<file path="src/rtl/fp_inv_share_arb.sv">
`default_nettype none
// ============================================================================
//  Module   : fp_inv_share_arb (+ fp_inverter)
//  Purpose  : Round-robin arbiter sharing one combinational single-precision
//             reciprocal among NUM_REQ requesters, retimed through LAT stages.
//             Optional per-requester grant counters: FP_INV_ARB_STATS_EN.
//  Revision : 1.0 - initial release
// ============================================================================

module fp_inverter #(
    parameter int WIDTH = 32
) (
    input  logic [WIDTH-1:0] a,
    output logic [WIDTH-1:0] y
);
    localparam int EW = 8;
    localparam int MW = WIDTH - 1 - EW;

    logic              w_sgn;
    logic [EW-1:0]     w_exp;
    logic [MW-1:0]     w_man;
    logic [MW+1:0]     w_rem;
    logic [MW-1:0]     w_q;
    logic signed [9:0] w_re;

    always_comb begin
        w_sgn = a[WIDTH-1];
        w_exp = a[WIDTH-2:MW];
        w_man = a[MW-1:0];
        // Long division of 2.0 by the significand; the leading quotient bit is always 1.
        w_rem = {1'b1, {(MW+1){1'b0}}} - {2'b01, w_man};
        w_rem = w_rem << 1;
        w_q   = '0;
        for (int i = MW - 1; i >= 0; i--) begin
            if (w_rem >= {2'b01, w_man}) begin
                w_rem  = w_rem - {2'b01, w_man};
                w_q[i] = 1'b1;
            end
            w_rem = w_rem << 1;
        end
        w_re = $signed({2'b00, w_exp});
        w_re = ((w_man == '0) ? 10'sd254 : 10'sd253) - w_re;

        y = '0;
        if (w_exp == '1) begin
            y = (w_man != '0) ? {1'b0, {EW{1'b1}}, 1'b1, {(MW-1){1'b0}}}
                              : {w_sgn, {(WIDTH-1){1'b0}}};
        end else if (w_exp == '0) begin
            y = {w_sgn, {EW{1'b1}}, {MW{1'b0}}};
        end else if (w_re > 10'sd0) begin
            y = {w_sgn, w_re[EW-1:0], (w_man == '0) ? {MW{1'b0}} : w_q};
        end else begin
            y = {w_sgn, {(WIDTH-1){1'b0}}};
        end
    end
endmodule

module fp_inv_share_arb #(
    parameter  int WIDTH   = 32,
    parameter  int NUM_REQ = 4,
    parameter  int LAT     = 2,
    localparam int TAG_W   = $clog2(NUM_REQ)
) (
    input  logic                     clk,
    input  logic                     rst,
    input  logic [NUM_REQ-1:0]       req_valid,
    input  logic [NUM_REQ*WIDTH-1:0] req_data,
    output logic [NUM_REQ-1:0]       req_ready,
    input  logic                     hold,
    output logic                     res_valid,
    output logic [TAG_W-1:0]         res_tag,
    output logic [WIDTH-1:0]         res_data,
`ifdef FP_INV_ARB_STATS_EN
    output logic [NUM_REQ*16-1:0]    grant_cnt,
`endif
    output logic                     busy
);
    logic [TAG_W-1:0] r_ptr;
    logic [TAG_W-1:0] w_gnt_idx;
    logic             w_grant;
    logic [WIDTH-1:0] w_operand;
    logic [WIDTH-1:0] w_inv;
    logic             w_inflight;
    logic             r_busy;
    logic             r_v    [LAT];
    logic [TAG_W-1:0] r_tag  [LAT];
    logic [WIDTH-1:0] r_data [LAT];
    int               w_idx;

    // First valid requester at or after the pointer, wrapping around.
    always_comb begin
        w_grant   = 1'b0;
        w_gnt_idx = '0;
        req_ready = '0;
        w_idx     = 0;
        if (!rst && !hold) begin
            for (int k = 0; k < NUM_REQ; k++) begin
                w_idx = int'(r_ptr) + k;
                if (w_idx >= NUM_REQ) w_idx = w_idx - NUM_REQ;
                if (!w_grant && req_valid[w_idx[TAG_W-1:0]]) begin
                    w_grant   = 1'b1;
                    w_gnt_idx = w_idx[TAG_W-1:0];
                end
            end
        end
        req_ready[w_gnt_idx] = w_grant;
    end

    assign w_operand = req_data[w_gnt_idx*WIDTH +: WIDTH];

    fp_inverter #(.WIDTH(WIDTH)) u_inv (
        .a (w_operand),
        .y (w_inv)
    );

    // Ops that will still be in flight after this edge, excluding the output stage.
    always_comb begin
        w_inflight = 1'b0;
        for (int i = 0; i < LAT - 1; i++) w_inflight = w_inflight | r_v[i];
    end

    always_ff @(posedge clk) begin
        if (rst) begin
            r_ptr  <= '0;
            r_busy <= 1'b0;
            for (int i = 0; i < LAT; i++) begin
                r_v[i]    <= 1'b0;
                r_tag[i]  <= '0;
                r_data[i] <= '0;
            end
        end else begin
            if (w_grant)
                r_ptr <= (w_gnt_idx == TAG_W'(NUM_REQ - 1)) ? '0 : w_gnt_idx + 1'b1;
            r_busy <= w_grant | w_inflight;
            r_v[0] <= w_grant;
            if (w_grant) begin
                r_tag[0]  <= w_gnt_idx;
                r_data[0] <= w_inv;
            end
            // Payload only moves with a valid so the bus holds its last result.
            for (int i = 1; i < LAT; i++) begin
                r_v[i] <= r_v[i-1];
                if (r_v[i-1]) begin
                    r_tag[i]  <= r_tag[i-1];
                    r_data[i] <= r_data[i-1];
                end
            end
        end
    end

    assign res_valid = r_v[LAT-1];
    assign res_tag   = r_tag[LAT-1];
    assign res_data  = r_data[LAT-1];
    assign busy      = r_busy;

`ifdef FP_INV_ARB_STATS_EN
    logic [15:0] r_cnt [NUM_REQ];

    always_ff @(posedge clk) begin
        if (rst) begin
            for (int i = 0; i < NUM_REQ; i++) r_cnt[i] <= '0;
        end else if (w_grant && (r_cnt[w_gnt_idx] != 16'hFFFF)) begin
            r_cnt[w_gnt_idx] <= r_cnt[w_gnt_idx] + 16'd1;
        end
    end

    for (genvar gi = 0; gi < NUM_REQ; gi++) begin : g_cnt
        assign grant_cnt[gi*16 +: 16] = r_cnt[gi];
    end
`endif
endmodule
`default_nettype wire
</file>
<file path="config.mk">
export PLATFORM = sky130hd
export DESIGN_NAME = fp_inv_share_arb
export DESIGN_NICKNAME = d
export VERILOG_FILES = /design/src/rtl/fp_inv_share_arb.sv
export SDC_FILE = /design/constraint.sdc
export NUM_CORES = 2
export LEC_CHECK = 0
export ABC_AREA = 1
export BUFFER_PORTS_ARGS = -buffer_cell sky130_fd_sc_hd__buf_4
export CAP_MARGIN = 20
export CELL_PAD_IN_SITES_DETAIL_PLACEMENT = 0
export CELL_PAD_IN_SITES_GLOBAL_PLACEMENT = 1
export CORE_MARGIN = 5
export CORE_UTILIZATION = 46
export CTS_CLUSTER_SIZE = 8
export DETAILED_ROUTE_END_ITERATION = 16
export GPL_TIMING_DRIVEN = 0
export HOLD_SLACK_MARGIN = 0.12
export PLACE_DENSITY_LB_ADDON = 0.25
export SLEW_MARGIN = 5
export SYNTH_ARGS = -nofsm -noshare
export SYNTH_HDL_FRONTEND = slang
export SYNTH_SLANG_ARGS = --single-unit
</file>
<file path="constraint.sdc">
create_clock -name clk -period 121.5 [get_ports clk]
set_input_delay 24.3 -clock clk [delete_from_list [all_inputs] [get_ports clk]]
set_output_delay 24.3 -clock clk [all_outputs]
set_load 0.01 [all_outputs]
</file>
==> impl_results.md <==
- Clock Tree Root: clkbuf_16
- # Post-CTS Setup Buffers: 0
- # setup viols final: 0
- R2r endpoint: r_data[0][0]$_SDFFCE_PP0P_
- Placed cells: 6836
- First-pass GRT wire length: 176000 um
- Yosys reg bits: 73
- CP required: 121680 ps
- Register area share after synthesis: 6.08%
- Placed wire-length estimate: around 93000 um
- Largest cells by area after synthesis: ha_1, nand2_1, inv_1
- CP max stage cell: ha_1
- GPL Wtd Cong: between 0.9 and 1
- Register area: 2140 sq um
- # H-tree levels: 3
- Starting Density: 46.4%
- CP peak stage delay: between 400 and 500 ps
- Row cnt: ~100
- DR WL/cell: 16.1 um
- Area growth from synthesis to layout: 9.29%
- Fin crit share: 91.8%
- Post-synth EDFFs: 68
- Max-Cap Viols: 0
- Async S/R FF share, synth: 0%
- Pins Over Slew Limit: 0
- CTS max path bufs: 2
- Status: complete, no violations
- Top_reg_cell synth: edfxtp_1
- Overflow left after global routing: 0
- HP Class: reg2reg
- Worst r2r path cells: 557
- Initial DRC count: ~2.4k
- R2r setup slk: 33470 ps
- Distinct cell type count after synthesis: 78
- Syn Nets: approximately 6.3k
- Hold path endpoint: r_v[0][1]$_SDFF_PP0_
- Die Area: 82300 sq um
- Placeable Area: 75900 sq um
- Chip width: around 290 um
- Port bufs: 174
- Vias: 36.5k
- GRT Total Usage: 25.9%
- DR pass1 iterations: 6
- CTS Hold Buffers Added: 0
- Most area-hungry cell type in the Yosys netlist: ha_1
- Hold path depth: 2
- Post-route DRC: 0
- CTS tree: yes
- Die height: about 290 um
- Tmin final: 111540 ps
- Top post-synthesis cells by count: nand2_1, inv_1, ha_1, a21oi_1, o21ai_0
- Worst Hold Launch: r_v[0][0]$_SDFF_PP0_
- # fillers: between 8k and 9k
- NumNets Final: roughly 6.5k
- Largest net degree at the start of global routing: 35
- Post-Route Setup TNS: 0 ps
- Post-CTS resize count: 0
- Highest clock rate: 8.97 MHz
- Num Clock Sinks: 73
- Most numerous cell in the Yosys netlist: nand2_1
- FF-to-FF Start: r_ptr[1]$_SDFFE_PP0P_
- Critical path class: in2reg
- Crit-path max FO: 19
- Startpoint Class: input pin
- Worst skew pair latency: 360 ps
- Routed wire length: around 110000 um
- Synth warn: 0
- Slew margin rel.: 21.3%
- RSZ-0062 raised after global routing: no
- Vias in the first global route: 33.7k
- Area of the multi-input gates: slightly below 30000 sq um
- CP endpoint kind: flop
- Worst-case clock skew: 19.2 ps
- Post-Layout Cell Count: 6849
- Netlist Area Pre-Place: 35300 sq um
- CTS buffer count: 9
- Fraction of layout instances using a drive strength above 1: 13.4%
- Post-route ant nets: 0
- # IOs: approximately 180
- Worst Max-Slew Pin Slew: approximately 1200 ps
- CP arrival: 111720 ps
- Antenna violations before repair: 3
- Clock-pin slew on the worst setup and hold paths: 80 ps
- Cell count after synthesis: 5618
- Vias per cell: roughly 5.3
- CP most frequent cell: a21oi_1
- Synth Area per Inst: roughly 6.3 sq um
- Post-synth top area share: 18.2%
- Fin. Hold Viols: 0
how the worst max path moves through the flow:
stage                      start                          to  slack [ps]  cells after the start
finish              req_valid[3]  r_data[0][0]$_SDFFCE_PP0P_        9960                    557
CTS                 req_valid[3]  r_data[0][0]$_SDFFCE_PP0P_        5480                    554
global route        req_valid[1]  r_data[0][0]$_SDFFCE_PP0P_         400                    557
floorplan           req_valid[3]  r_data[0][0]$_SDFFCE_PP0P_       24070                    557
global placement    req_valid[1]  r_data[0][0]$_SDFFCE_PP0P_        5620                    554
detailed placement  req_valid[3]  r_data[0][0]$_SDFFCE_PP0P_        5500                    554
registers in the layout (all words and copies together), names as in the netlist:
name	flops
r_tag	4
r_v	2
r_data	64
r_ptr	2
busy	1
critical path: cells and delay by family:
family,cells,cell delay (ps)
adder cells (fa/ha/maj),24,8580
AND/OR/NAND/NOR,170,18790
AO/OA/AOI/OAI,245,42460
XOR/XNOR,1,240
buffers and inverters,117,16980
metal layers:
metal	GRT usage, %	share of wire, %
met1	36.9	49
met4	5.23	2.2
met5	0	0
met2	43.1	44
met3	1.97	4.5
through the flow:
step	setup WS [ps]	area (sq um)	hold WS [ps]	utilization, %
2_1_floorplan	24070	35300	422	-
3_3_place_gp	5620	37900	438	49.8
3_5_place_dp	5500	38200	471	50.3
5_1_grt	401	38500	539	50.7
4_1_cts	5480	38500	484	50.7
6_report	9960	38500	487	50.7
placed cells by master (no fill, tap or decap), drive strengths merged, types with 4 or more instances in the layout:
cell type / netlist / final
a2111oi: 4 / 4
a211oi: 8 / 8
a21boi: 10 / 10
a21o: 18 / 18
a21oi: 498 / 498
a221o: 30 / 30
a221oi: 5 / 5
a31oi: 26 / 26
buf: 110 / 296
clkbuf: 52 / 57
clkinv: 5 / 5
dfxtp: 5 / 5
edfxtp: 68 / 68
ha: 514 / 514
inv: 721 / 725
nand2: 1508 / 1508
nand3: 352 / 352
nand3b: 43 / 43
nand4: 51 / 51
nor2: 350 / 350
nor3: 40 / 40
nor4: 27 / 27
o211ai: 11 / 11
o21a: 4 / 4
o21ai: 506 / 506
o21bai: 46 / 46
o221ai: 5 / 5
o311ai: 4 / 4
o31ai: 8 / 8
or2: 93 / 93
xnor2: 229 / 229
xor2: 246 / 246
cell type report:
cell class	count	share of cell area, %
Antenna cell	3	0.0195
Inverter	727	7.26
Multi-Input combinational cell	4655	75.4
Clock inverter	7	0.214
Tap cell	1030	3.34
Sequential cell	73	5.56
Clock buffer	9	0.584
Buffer	157	3.38
Timing Repair Buffer	188	4.28
logic make-up (layout without fill, tap and decap cells):
group,after synthesis,count (layout),synth area share (%)
compound gates,1196,1196,19.0
xor+xnor,475,475,11.8
fa+ha+maj,515,515,18.3
buf+inv,890,1088,11.6
flops,73,73,6.08
other cells,0,3,0
simple gates,2469,2469,33.2
Power is not shown: default switching activity piles up to over one toggle a cycle in this logic, so the estimate is an artifact.
